==> src/rtl/cmb_ctrl_pkg.sv <==
// Shared types and helpers for the CMB control LED front end.
// Holds the rate switch encodings, debounce states and divider sizing.
package cmb_ctrl_pkg;

    typedef enum logic [1:0] {
        RATE_1HZ = 2'b00,
        RATE_2HZ = 2'b01,
        RATE_4HZ = 2'b10,
        RATE_8HZ = 2'b11
    } rate_e;

    typedef enum logic {
        DB_RELEASED = 1'b0,
        DB_PRESSED  = 1'b1
    } db_state_e;

    localparam int unsigned CLK_HZ_DEFAULT = 50_000_000;

    // Width of a counter that must hold 0..clk_hz-1 (the 1 Hz period).
    function automatic int unsigned div_width(input int unsigned clk_hz);
        return $clog2(clk_hz);
    endfunction

endpackage

==> src/rtl/btn_debounce.sv <==
// Two-flop synchronizer plus a two-state debounce FSM for one raw button.
// The level flips only after DB_CYCLES consecutive synchronized samples disagree with it.
module btn_debounce
    import cmb_ctrl_pkg::*;
#(
    parameter int unsigned DB_CYCLES = 500_000
) (
    input  logic clk,
    input  logic rst_n,
    input  logic btn_raw,
    output logic btn_level
);

    localparam int unsigned CNT_W = (DB_CYCLES > 2) ? $clog2(DB_CYCLES) : 1;
    localparam logic [CNT_W-1:0] CNT_LAST = CNT_W'(DB_CYCLES - 1);

    logic            sync1_q, sync1_d;
    logic            sync2_q, sync2_d;
    db_state_e       state_q, state_d;
    logic [CNT_W-1:0] cnt_q, cnt_d;
    logic            btn_s;
    logic            state_lvl;

    assign btn_s     = sync2_q;
    assign state_lvl = (state_q == DB_PRESSED);

    always_comb begin
        sync1_d = btn_raw;
        sync2_d = sync1_q;
        state_d = state_q;
        cnt_d   = cnt_q;
        if (btn_s == state_lvl) begin
            cnt_d = '0;
        end else if (cnt_q == CNT_LAST) begin
            // Disagreement has lasted the full window: accept the new level.
            state_d = (state_q == DB_PRESSED) ? DB_RELEASED : DB_PRESSED;
            cnt_d   = '0;
        end else begin
            cnt_d = cnt_q + CNT_W'(1);
        end
    end

    always_ff @(posedge clk or negedge rst_n) begin
        if (!rst_n) begin
            sync1_q <= 1'b0;
            sync2_q <= 1'b0;
            state_q <= DB_RELEASED;
            cnt_q   <= '0;
        end else begin
            sync1_q <= sync1_d;
            sync2_q <= sync2_d;
            state_q <= state_d;
            cnt_q   <= cnt_d;
        end
    end

    // The state flop itself is the clean output level.
    assign btn_level = (state_q == DB_PRESSED);

endmodule

==> src/rtl/hertz_tick_gen.sv <==
// Switch-selectable 1/2/4/8 Hz tick generator with debounced init hold.
// hertz_tick and sys_init_ctrl feed the LED counter directly on clk50.
module hertz_tick_gen
    import cmb_ctrl_pkg::*;
#(
    parameter int unsigned CLK_HZ      = CLK_HZ_DEFAULT,
    parameter int unsigned DEBOUNCE_MS = 10
) (
    input  logic       clk50,
    input  logic       rst_n,
    input  logic       init_btn,
    input  logic [1:0] rate_sel,
    output logic       hertz_tick,
    output logic       sys_init_ctrl
);

    localparam longint DB_CYCLES_L = (longint'(CLK_HZ) * longint'(DEBOUNCE_MS)) / 1000;
    localparam int unsigned DB_CYCLES = 32'(DB_CYCLES_L);
    localparam int unsigned DIV_W = div_width(CLK_HZ);

    rate_e            rate_q, rate_d;
    logic [DIV_W-1:0] div_cnt_q, div_cnt_d;
    logic             tick_q, tick_d;
    rate_e            rate_in;

    // Terminal count for a rate: period CLK_HZ >> rate, counted 0..P-1.
    function automatic logic [DIV_W-1:0] last_cnt(input rate_e r);
        return DIV_W'((CLK_HZ >> r) - 1);
    endfunction

    btn_debounce #(
        .DB_CYCLES (DB_CYCLES)
    ) u_init_db (
        .clk       (clk50),
        .rst_n     (rst_n),
        .btn_raw   (init_btn),
        .btn_level (sys_init_ctrl)
    );

    assign rate_in = rate_e'(rate_sel);

    always_comb begin
        rate_d    = rate_in;
        div_cnt_d = div_cnt_q + DIV_W'(1);
        tick_d    = 1'b0;
        if (sys_init_ctrl) begin
            // Init hold wins over a rate change; rate_q still tracks the switches.
            div_cnt_d = '0;
        end else if (rate_in != rate_q) begin
            // Restart the period so a switch change can never shorten a tick.
            div_cnt_d = '0;
        end else if (div_cnt_q == last_cnt(rate_q)) begin
            div_cnt_d = '0;
            tick_d    = 1'b1;
        end
    end

    always_ff @(posedge clk50 or negedge rst_n) begin
        if (!rst_n) begin
            rate_q    <= RATE_1HZ;
            div_cnt_q <= '0;
            tick_q    <= 1'b0;
        end else begin
            rate_q    <= rate_d;
            div_cnt_q <= div_cnt_d;
            tick_q    <= tick_d;
        end
    end

    assign hertz_tick = tick_q;

endmodule

==> config.mk <==
export PLATFORM = sky130hd
export DESIGN_NAME = hertz_tick_gen
export DESIGN_NICKNAME = d
export VERILOG_FILES = /design/src/rtl/cmb_ctrl_pkg.sv /design/src/rtl/btn_debounce.sv /design/src/rtl/hertz_tick_gen.sv
export SDC_FILE = /design/constraint.sdc
export NUM_CORES = 1
export LEC_CHECK = 0
export CORE_AREA = 10 10 78 80
export CTS_CLUSTER_DIAMETER = 120
export CTS_CLUSTER_SIZE = 8
export DETAILED_ROUTE_END_ITERATION = 10
export DIE_AREA = 0 0 88 90
export DONT_BUFFER_PORTS = 1
export GPL_TIMING_DRIVEN = 1
export HOLD_SLACK_MARGIN = 0.08
export PLACE_DENSITY = 0.74
export SYNTH_ARGS = -nofsm -noshare
export SYNTH_HDL_FRONTEND = slang
export SYNTH_SLANG_ARGS = --single-unit
==> constraint.sdc <==
create_clock -name clk50 -period 3.53 [get_ports clk50]
set_clock_uncertainty 0.15 [all_clocks]
set_input_delay 0.5295 -clock clk50 [delete_from_list [all_inputs] [get_ports clk50]]
set_output_delay 0.5295 -clock clk50 [all_outputs]
set_load 0.005 [all_outputs]
==> results.txt, run 1 <==
* Result of the run: completed
- Growth of design area from synthesis to finish: 8.04%
- Final critical-path required period: around 2.5 ns
* Vias in the first global route: 2038
* CTS H-tree depth: 2
- CP max-delay cell: dfrtp_1
* Antenna diode count: 0
* Sum of negative setup slack: 0 ns
* Share of cell area taken by muxes after synthesis: less than 1%
- Gpl congestion: ~0.86
* Worst skew pair latency: around 0.3 ns
* Number of warnings issued by yosys: 0
* Hold path startpoint: u_init_db.sync1_q
- Areal power density over the cells: about 370 nW/um2
- The synthesized netlist devotes 4.37% of its cell area to compound gates.
- The number of gates resized after CTS was 0.
- Length in cells of the worst reg-to-reg path: 6
* Pre-antenna DRT Iters: 4
* Clk slew on worst S/H paths: around 0.09 ns
- The worst register-to-register path ends at div_cnt_q[9].
- The net count of the finished layout is between 200 and 300.
- The clock passes through at most 2 buffers.
* Data arrival time of the critical path: 2.46 ns
* Horizontal die dimension: 88 um
- Antenna violations before repair: 0
* Filler-free cell count of the finished design: approximately 330
- TritonCTS built the clock tree.
* Critical Path Source Type: register
- Area of the die: 7920 um2
* First-pass GRT wire length: approximately 9400 um
- Register area share after synthesis: 48.0%
* Number of buffers inserted by post-CTS setup repair: 0
- Number of buffer and inverter stages on the critical path: 1
* Data required time of the worst path: about 3.5 ns
- Entering global routing, the biggest net connects between 50 and 60 pins.
- The synthesized netlist contains 42 unique library cells.
- Buffers placed on the I/O ports in this run total 0.
- Dividing the synthesized area by the synthesized cell count gives 9.75 um2.
- Total congestion overflow: 0
- Cell family with most CP delay: simple AND/OR/NAND/NOR gates
- Synthesis produced a netlist whose cell count is about 270.
- Tracing the worst setup path back leads to its startpoint at rate_q[0].
* Register-to-register path setup slack: between 1 and 1.5 ns
- Number of nets produced by synthesis: 280
- The worst setup path is captured at a register.
- Fraction of synthesized cell area taken by the top area cell type: a little under half
- The final count of pins violating max slew was 0.
- Setup repair after global routing missed its margin: false
* Initial standard-cell utilization of the core: 57.9%
- Based on the critical path, the design can be clocked at up to a little over 400 MHz.
* Number of flops mapped to enable cells by yosys: 0
- Largest fanout on the critical path: 16
* Hold-critical path endpoint: u_init_db.btn_s
* Critical Path Max Stage Delay: approximately 0.55 ns
- Dominant cells by area after synthesis: dfrtp_1 48%, xor2_1 8.9%, nor3_1 5.5%
* Final Hold Vio Count: 0
* List of cells traversed by the critical path: nand2b_1 > or4b_1 > a22o_1 > a2111oi_4 > buf_4 > nor3_1
- DRC Markers: 0
- For this run, the leading register cell type out of synthesis is dfrtp_1.
* Fraction of registers with async set/reset: 100%
- In this run the standard cell core region covers between 4000 and 5000 um2.
* Routed vias: a little under 2000
- Total routed wirelength: between 5000 and 6000 um
* FP Rows: 25
- For this design the static power due to leakage is 0.00112 uW.
- The worst pin sits at a relative slew slack of 37.1%.
- Clock buffers created by TritonCTS: 5
* Reg2Reg Launch Point: rate_q[0]
* Count of nets left with antenna violations after detail routing: 0
- CTS Sinks: 51
- Flop and latch count out of synthesis: 51
- Actual slew at the worst max-slew pin: between 0.9 and 1 ns
* Number of violations of the max-capacitance limit: 0
* Max rail drop VDD: 0.000225 V
* Share of the synthesized netlist area taken by xor and xnor gates: between 10 and 15%
- Portion of the clock cycle consumed by the worst path in the final layout: a little over two thirds
* Area of the mapped netlist: around 2700 um2
- Cells with a size suffix above 1 make up under 10% of the layout.
- Number of stages on the worst hold path: 0
* Cell accounting for the most synthesized area: dfrtp_1
- Number of cells in the design after placement: between 300 and 400
* Final setup fails: 0
- After detailed routing, the average wire length per cell comes to between 15 and 20 um.
* Critical path class: register to register
- I/O pin count: 7
- Of the total synthesized cell area, the portion taken by full adders, half adders and majority gates is less than 1%.
* Cts hold-fix bufs: 2
* Global routing usage summed across all routing layers: roughly 14%
* Dominant combinational cell family by area after synthesis: simple AND/OR/NAND/NOR gates
* Simple-Gate Fraction of Synth Area: about 29%
- In this run, the number of DRC markers left after iteration 0 of detailed routing was 94.
* Hold Crit Class: register to register
- Detailed placer's ending HPWL: ~3500 um
- Library cell used as clock root buffer: clkbuf_8
* Drt via density: 5.88
- The floorplan step set the die height to 90 um.
- Number of fill cells: 396
## per-stage QoR
stage | instance area (um2) | worst slack (ns) | util (%) | hold WS [ns] | total power (uW)
after global routing | 2880 | 0.924 | 62.5 | 0.214 | 1110
after floorplan | 2660 | 1.30 | - | 0.0839 | 636
after global placement | 2690 | 1.15 | 58.5 | 0.0861 | 640
after CTS | 2850 | 1.06 | 61.9 | 0.0897 | 1080
after detailed placement | 2690 | 1.07 | 58.5 | 0.0862 | 641
final | 2880 | 1.06 | 62.5 | 0.209 | 1060
## state kept, by name, summed over array words and instances (netlist names)
signal               cells
rate_q                   2
u_init_db.cnt_q         19
u_init_db.sync1_q        1
u_init_db.btn_s          1
hertz_tick               1
u_init_db.btn_level      1
div_cnt_q               26
## report_power, final
part	internal (uW)	total (uW)	switching [uW]
registers	591	600	9.32
logic	16.1	47.4	31.3
clock network	229	415	185
total	836	1060	226
## routing by layer
metal / global-route usage, % / share of wire [%]
met2: 23.8 / 52
met3: 2.98 / 2.1
met4: 5.59 / 1.2
met5: 0 / 0
met1: 17.8 / 44
## worst max-delay path by stage
| stage | to | slack (ns) | cells past startpoint |
|---|---|---|---|
| after global placement | div_cnt_q[15] | 1.15 | 6 |
| after detailed placement | div_cnt_q[9] | 1.07 | 6 |
| after CTS | div_cnt_q[9] | 1.06 | 6 |
| after floorplan | div_cnt_q[10] | 1.30 | 6 |
| after global routing | div_cnt_q[6] | 0.92 | 6 |
| final | div_cnt_q[9] | 1.06 | 6 |
## synth_stat cells, types with 5 or more instances
library cell,n
dfrtp_1,51
nor2_1,30
nor3_1,29
xor2_1,27
nand3_1,22
xnor2_1,16
nand2_1,14
nand4_1,11
inv_1,7
nor3b_1,5
## cells by family after synthesis
group                    count (synthesis)
AO/OA/AOI/OAI                           14
XOR/XNOR                                43
adder cells (fa/ha/maj)                  2
buffers and inverters                   18
flip-flops                              51
multiplexers                             1
AND/OR/NAND/NOR                        144
## cells in the final DEF (no fill, tap or decap), types with 2 or more instances in the layout
cell	synthesis	routed
dfrtp_1	51	51
nor2_1	30	30
nor3_1	29	29
xor2_1	27	27
nand3_1	22	22
xnor2_1	16	16
nand2_1	14	14
nand4_1	11	11
inv_1	7	7
clkbuf_8	0	6
nor3b_1	5	5
and3_1	4	4
nor4b_1	4	4
nor4_1	4	4
o21ai_0	4	4
dlygate4sd3_1	0	4
and4_1	3	3
nand2b_1	3	3
nor2b_1	3	3
buf_4	0	3
and2_1	2	2
or3_1	2	2
nor4bb_1	2	2
a21oi_1	2	2
ha_1	2	2
## cell type report
cell class	count	area (um2)	area share, %
Tap cell	54	67.6	2.35
Sequential cell	51	1280	44.4
Timing Repair Buffer	8	90.1	3.13
Clock inverter	2	35.0	1.22
Multi-Input combinational cell	204	1300	45.1
Clock buffer	6	82.6	2.87
Inverter	7	26.3	0.914
(Power assumes the default switching activity.)
==> run 2, diff against run 1 <==
CORE_AREA = 10 10 80 82   (was 10 10 78 80)
DIE_AREA = 0 0 90 92   (was 0 0 88 90)
PLACE_DENSITY = 0.73   (was 0.74)
clock period = 2.05 ns   (was 3.53 ns; I/O delays follow)
==> run 2 against run 1 <==
Against the previous run: the flow now finishes with violations (negative setup slack); critical path type unchanged; sequential cell count did not move; cell count up 11%; first-iteration DRC count rose by 4.3%; combinational power is 120% higher; clock power is 48% higher; wire length up 8.2%; largest power group unchanged; sequential power rose by 72%.
==> results.txt, run 2 (synthesis gave the netlist of run 1 again) <==
* Setup repair after global routing missed its margin: true (was false)
- Y dimension of the die: 92 um (was 90 um)
- The die area was 8280 um2 (was 7920 um2).
* Antenna diode count: 0 (unchanged)
- Setup crit end kind: register (unchanged)
- The post-CTS clock slew at the launch and capture registers of the worst setup and hold paths was 0.09 ns (about the same).
- The number of buffers inserted by port buffering came to 0 (unchanged).
* Growth of design area from synthesis to finish: 14.9% (was 8.04%)
* Areal power density over the cells: 571 nW/um2 (was 369 nW/um2)
- The total via count in the routed design was 2043 (was 1953).
- The critical path's slowest cell is or4b_4 (was dfrtp_1).
- The highest net fanout along the worst path is 9 (was 16).
* Final setup fails: 25 (was 0)
* Violations in the final reports: negative setup slack
* M1 GR Usage: 16.2% (was 17.8%)
* Max_slew headroom: 71.3% (was 37.1%)
- The maximum buffer depth of the clock tree is 2 (unchanged).
- The share of the cycle needed by the critical path after routing was 105% (was 70.0%).
* Worst skew pair latency: 0.30 ns (about the same)
* Antenna violations before repair: 0 (unchanged)
* First-pass GRT wire length: 9720 um (was 9440 um)
* Clock power share: 35.2% (was 39.0%)
- The number of clock sinks seen by CTS was 51 (unchanged).
- The HPWL after detailed placement is 3940 um (was 3470 um).
* Total routed wirelength: 5670 um (was 5240 um)
* Area after DPL: 2860 um2 (was 2690 um2)
- Smallest setup slack after layout: -0.104 ns (was 1.06 ns)
* Result of the run: finished, violations left (was completed)
* Flip-flop count of the largest register after layout: 26 (unchanged)
* Cell family with most CP delay: simple AND/OR/NAND/NOR gates (unchanged)
- Critical Path Max Stage Delay: 0.48 ns (was 0.55 ns)
* Final critical-path required period: 2.15 ns (was 2.47 ns)
* CTS H-tree depth: 2 (unchanged)
* List of cells traversed by the critical path: nand2b_4 > or4b_4 > a22o_1 > a2111oi_4 > buf_4 > nor2b_1 (was nand2b_1 > or4b_1 > a22o_1 > a2111oi_4 > buf_4 > nor3_1)
- The routability congestion estimate came to 0.869 (was 0.855).
* Core area: 4910 um2 (was 4600 um2)
* Horizontal die dimension: 90 um (was 88 um)
- The largest net degree at the start of global routing came to 52 (unchanged).
- The placement row count is 26 (was 25).
* Actual slew at the worst max-slew pin: 0.424 ns (was 0.943 ns)
- Initial standard-cell utilization of the core: 54.2% (was 57.9%)
* Switching power summed over all nets: 413 uW (was 226 uW)
- The element type at the critical path start is a register (unchanged).
- Count of nets left with antenna violations after detail routing: 0 (unchanged)
* Number of nets in the finished design: 305 (was 284)
- The count of buffering cells on the critical path with inverters included is 1 (unchanged).
- The final count of pins violating max slew came to 0 (unchanged).
* Total congestion overflow: 0 (unchanged)
- The number of buffers created by CTS was 5 (unchanged).
- The final routed DRC violation total was 0 (unchanged).
- The commonest non-fill, non-tap cell in the layout is dfrtp_1 (unchanged).
- The total negative slack for setup checks came to -1.70 ns (was 0 ns).
- The final instance area is 3060 um2 (was 2880 um2).
- The met2 routing resource usage after global routing was 25.2% (was 23.8%).
* Data arrival time of the critical path: 2.24 ns (was 2.46 ns)
- Busiest metal layer after global routing: met2 (unchanged)
* Drt via density: 5.54 (was 5.88)
- Hold Crit Class: register to register (unchanged)
- Routed WL per cell: 15.4 um (was 15.8 um)
- I/O pin count: 7 (unchanged)
- Vias in the first global route: 2092 (was 2038)
* Global routing usage summed across all routing layers: 14.1% (was 14.5%)
- The cell chosen for the clock root is clkbuf_8 (unchanged).
- The count of final hold-check violations is 0 (unchanged).
- The part of the total power dissipated in sequential elements was 58.9% (was 56.5%).
- The leakage power total is 0.00122 uW (was 0.00112 uW).
- The category of the most critical setup path is register to register (unchanged).
* Combinational Power Share: 5.9% (was 4.5%)
- The top register by number of flip-flops is div_cnt_q (unchanged).
- The peak supply drop was 0.000382 V (was 0.000225 V).
* Met3 usage: 2.77% (was 2.98%)
* Net switching fraction of the power: 23.7% (was 21.3%)
- The final core area utilization is 62.3% (was 62.5%).
- Fmax: 464 MHz (was 405 MHz)
- Starting DRC count in detailed routing: 98 (was 94)
- Most used cells in the layout excluding fill and tap cells: 51 x dfrtp_1, 30 x nor2_1, 29 x nor3_1 (unchanged)
* Data required time of the worst path: 2.14 ns (was 3.52 ns)
- CTS tree: done (unchanged)
- Internal cell power: 1330 uW (was 836 uW)
- Share of post-route cells with drive strength above 1: 13.0% (was 5.40%)
- The number of max-cap violations was 0 (unchanged).
- Regs by FF count: div_cnt_q: 26 flops, u_init_db.cnt_q: 19 flops, rate_q: 2 flops (unchanged).
- Pre-antenna DRT Iters: 5 (was 4)
==> run 2: through the flow <==
step / setup WS [ns] / total power [uW] / hold slack (ns) / cells
finish: -0.104 / 1750 / 0.237 / 369
global route: -0.205 / 1820 / 0.245 / 369
floorplan: -0.0239 / 1100 / -0.138 / 273
global placement: 0.00282 / 1110 / -0.136 / 354
CTS: -0.0738 / 1770 / 0.237 / 368
detailed placement: -0.0589 / 1120 / -0.136 / 354
==> run 2: timing repair <==
item / 4_1_cts / 5_1_grt
hold buffers: 5 / 0
pin swaps: 0 / 0
setup endpoints to repair: 25 / 38
buffers inserted: 1 / 1
hold endpoints to repair: 54 / 0
gates resized for setup: 0 / 4
==> run 2: area by class of cell <==
class	instances	area, um2
Fill cell	410	1850
Multi-Input combinational cell	204	1320
Sequential cell	51	1280
Timing Repair Buffer	29	251
Tap cell	70	87.6
Clock buffer	6	82.6
Inverter	7	26.3
Clock inverter	2	16.3
==> run 2: worst paths after layout <==
path	start	endpoint	slack, ns	depth (start not counted)
max	rate_q[0]	hertz_tick	-0.10	6
min	u_init_db.sync1_q	u_init_db.btn_s	0.24	0
max reg2reg	rate_q[0]	hertz_tick	-0.10	6
min reg2reg	u_init_db.sync1_q	u_init_db.btn_s	0.24	0
max in group asynchronous	rst_n	div_cnt_q[22]	1.19	2
min in group asynchronous	rst_n	u_init_db.cnt_q[16]	0.36	2
==> run 2: worst reg2reg max path, delay by kind of cell, from the launching register on <==
family / cells / cell delay, ns
compound gates: 2 / 0.49
buf+inv: 1 / 0.24
flops: 1 / 0.44
simple gates: 3 / 0.78
==> run 2: power by group through the flow <==
stage,registers [uW],logic [uW],clock network (uW)
3_3_place_gp,1050,65.8,0
5_1_grt,1030,116,677
4_1_cts,1030,102,636
2_1_floorplan,1050,51.2,0
3_5_place_dp,1050,67.5,0
6_report,1030,103,615
==> run 2: per-layer routing <==
| metal | vias up | part of all wire, % |
|---|---|---|
| li1 | 1003 | - |
| met1 | 975 | 45 |
| met2 | 49 | 49 |
| met3 | 16 | 3.2 |
| met4 | 0 | 2.6 |
| met5 | - | 0 |
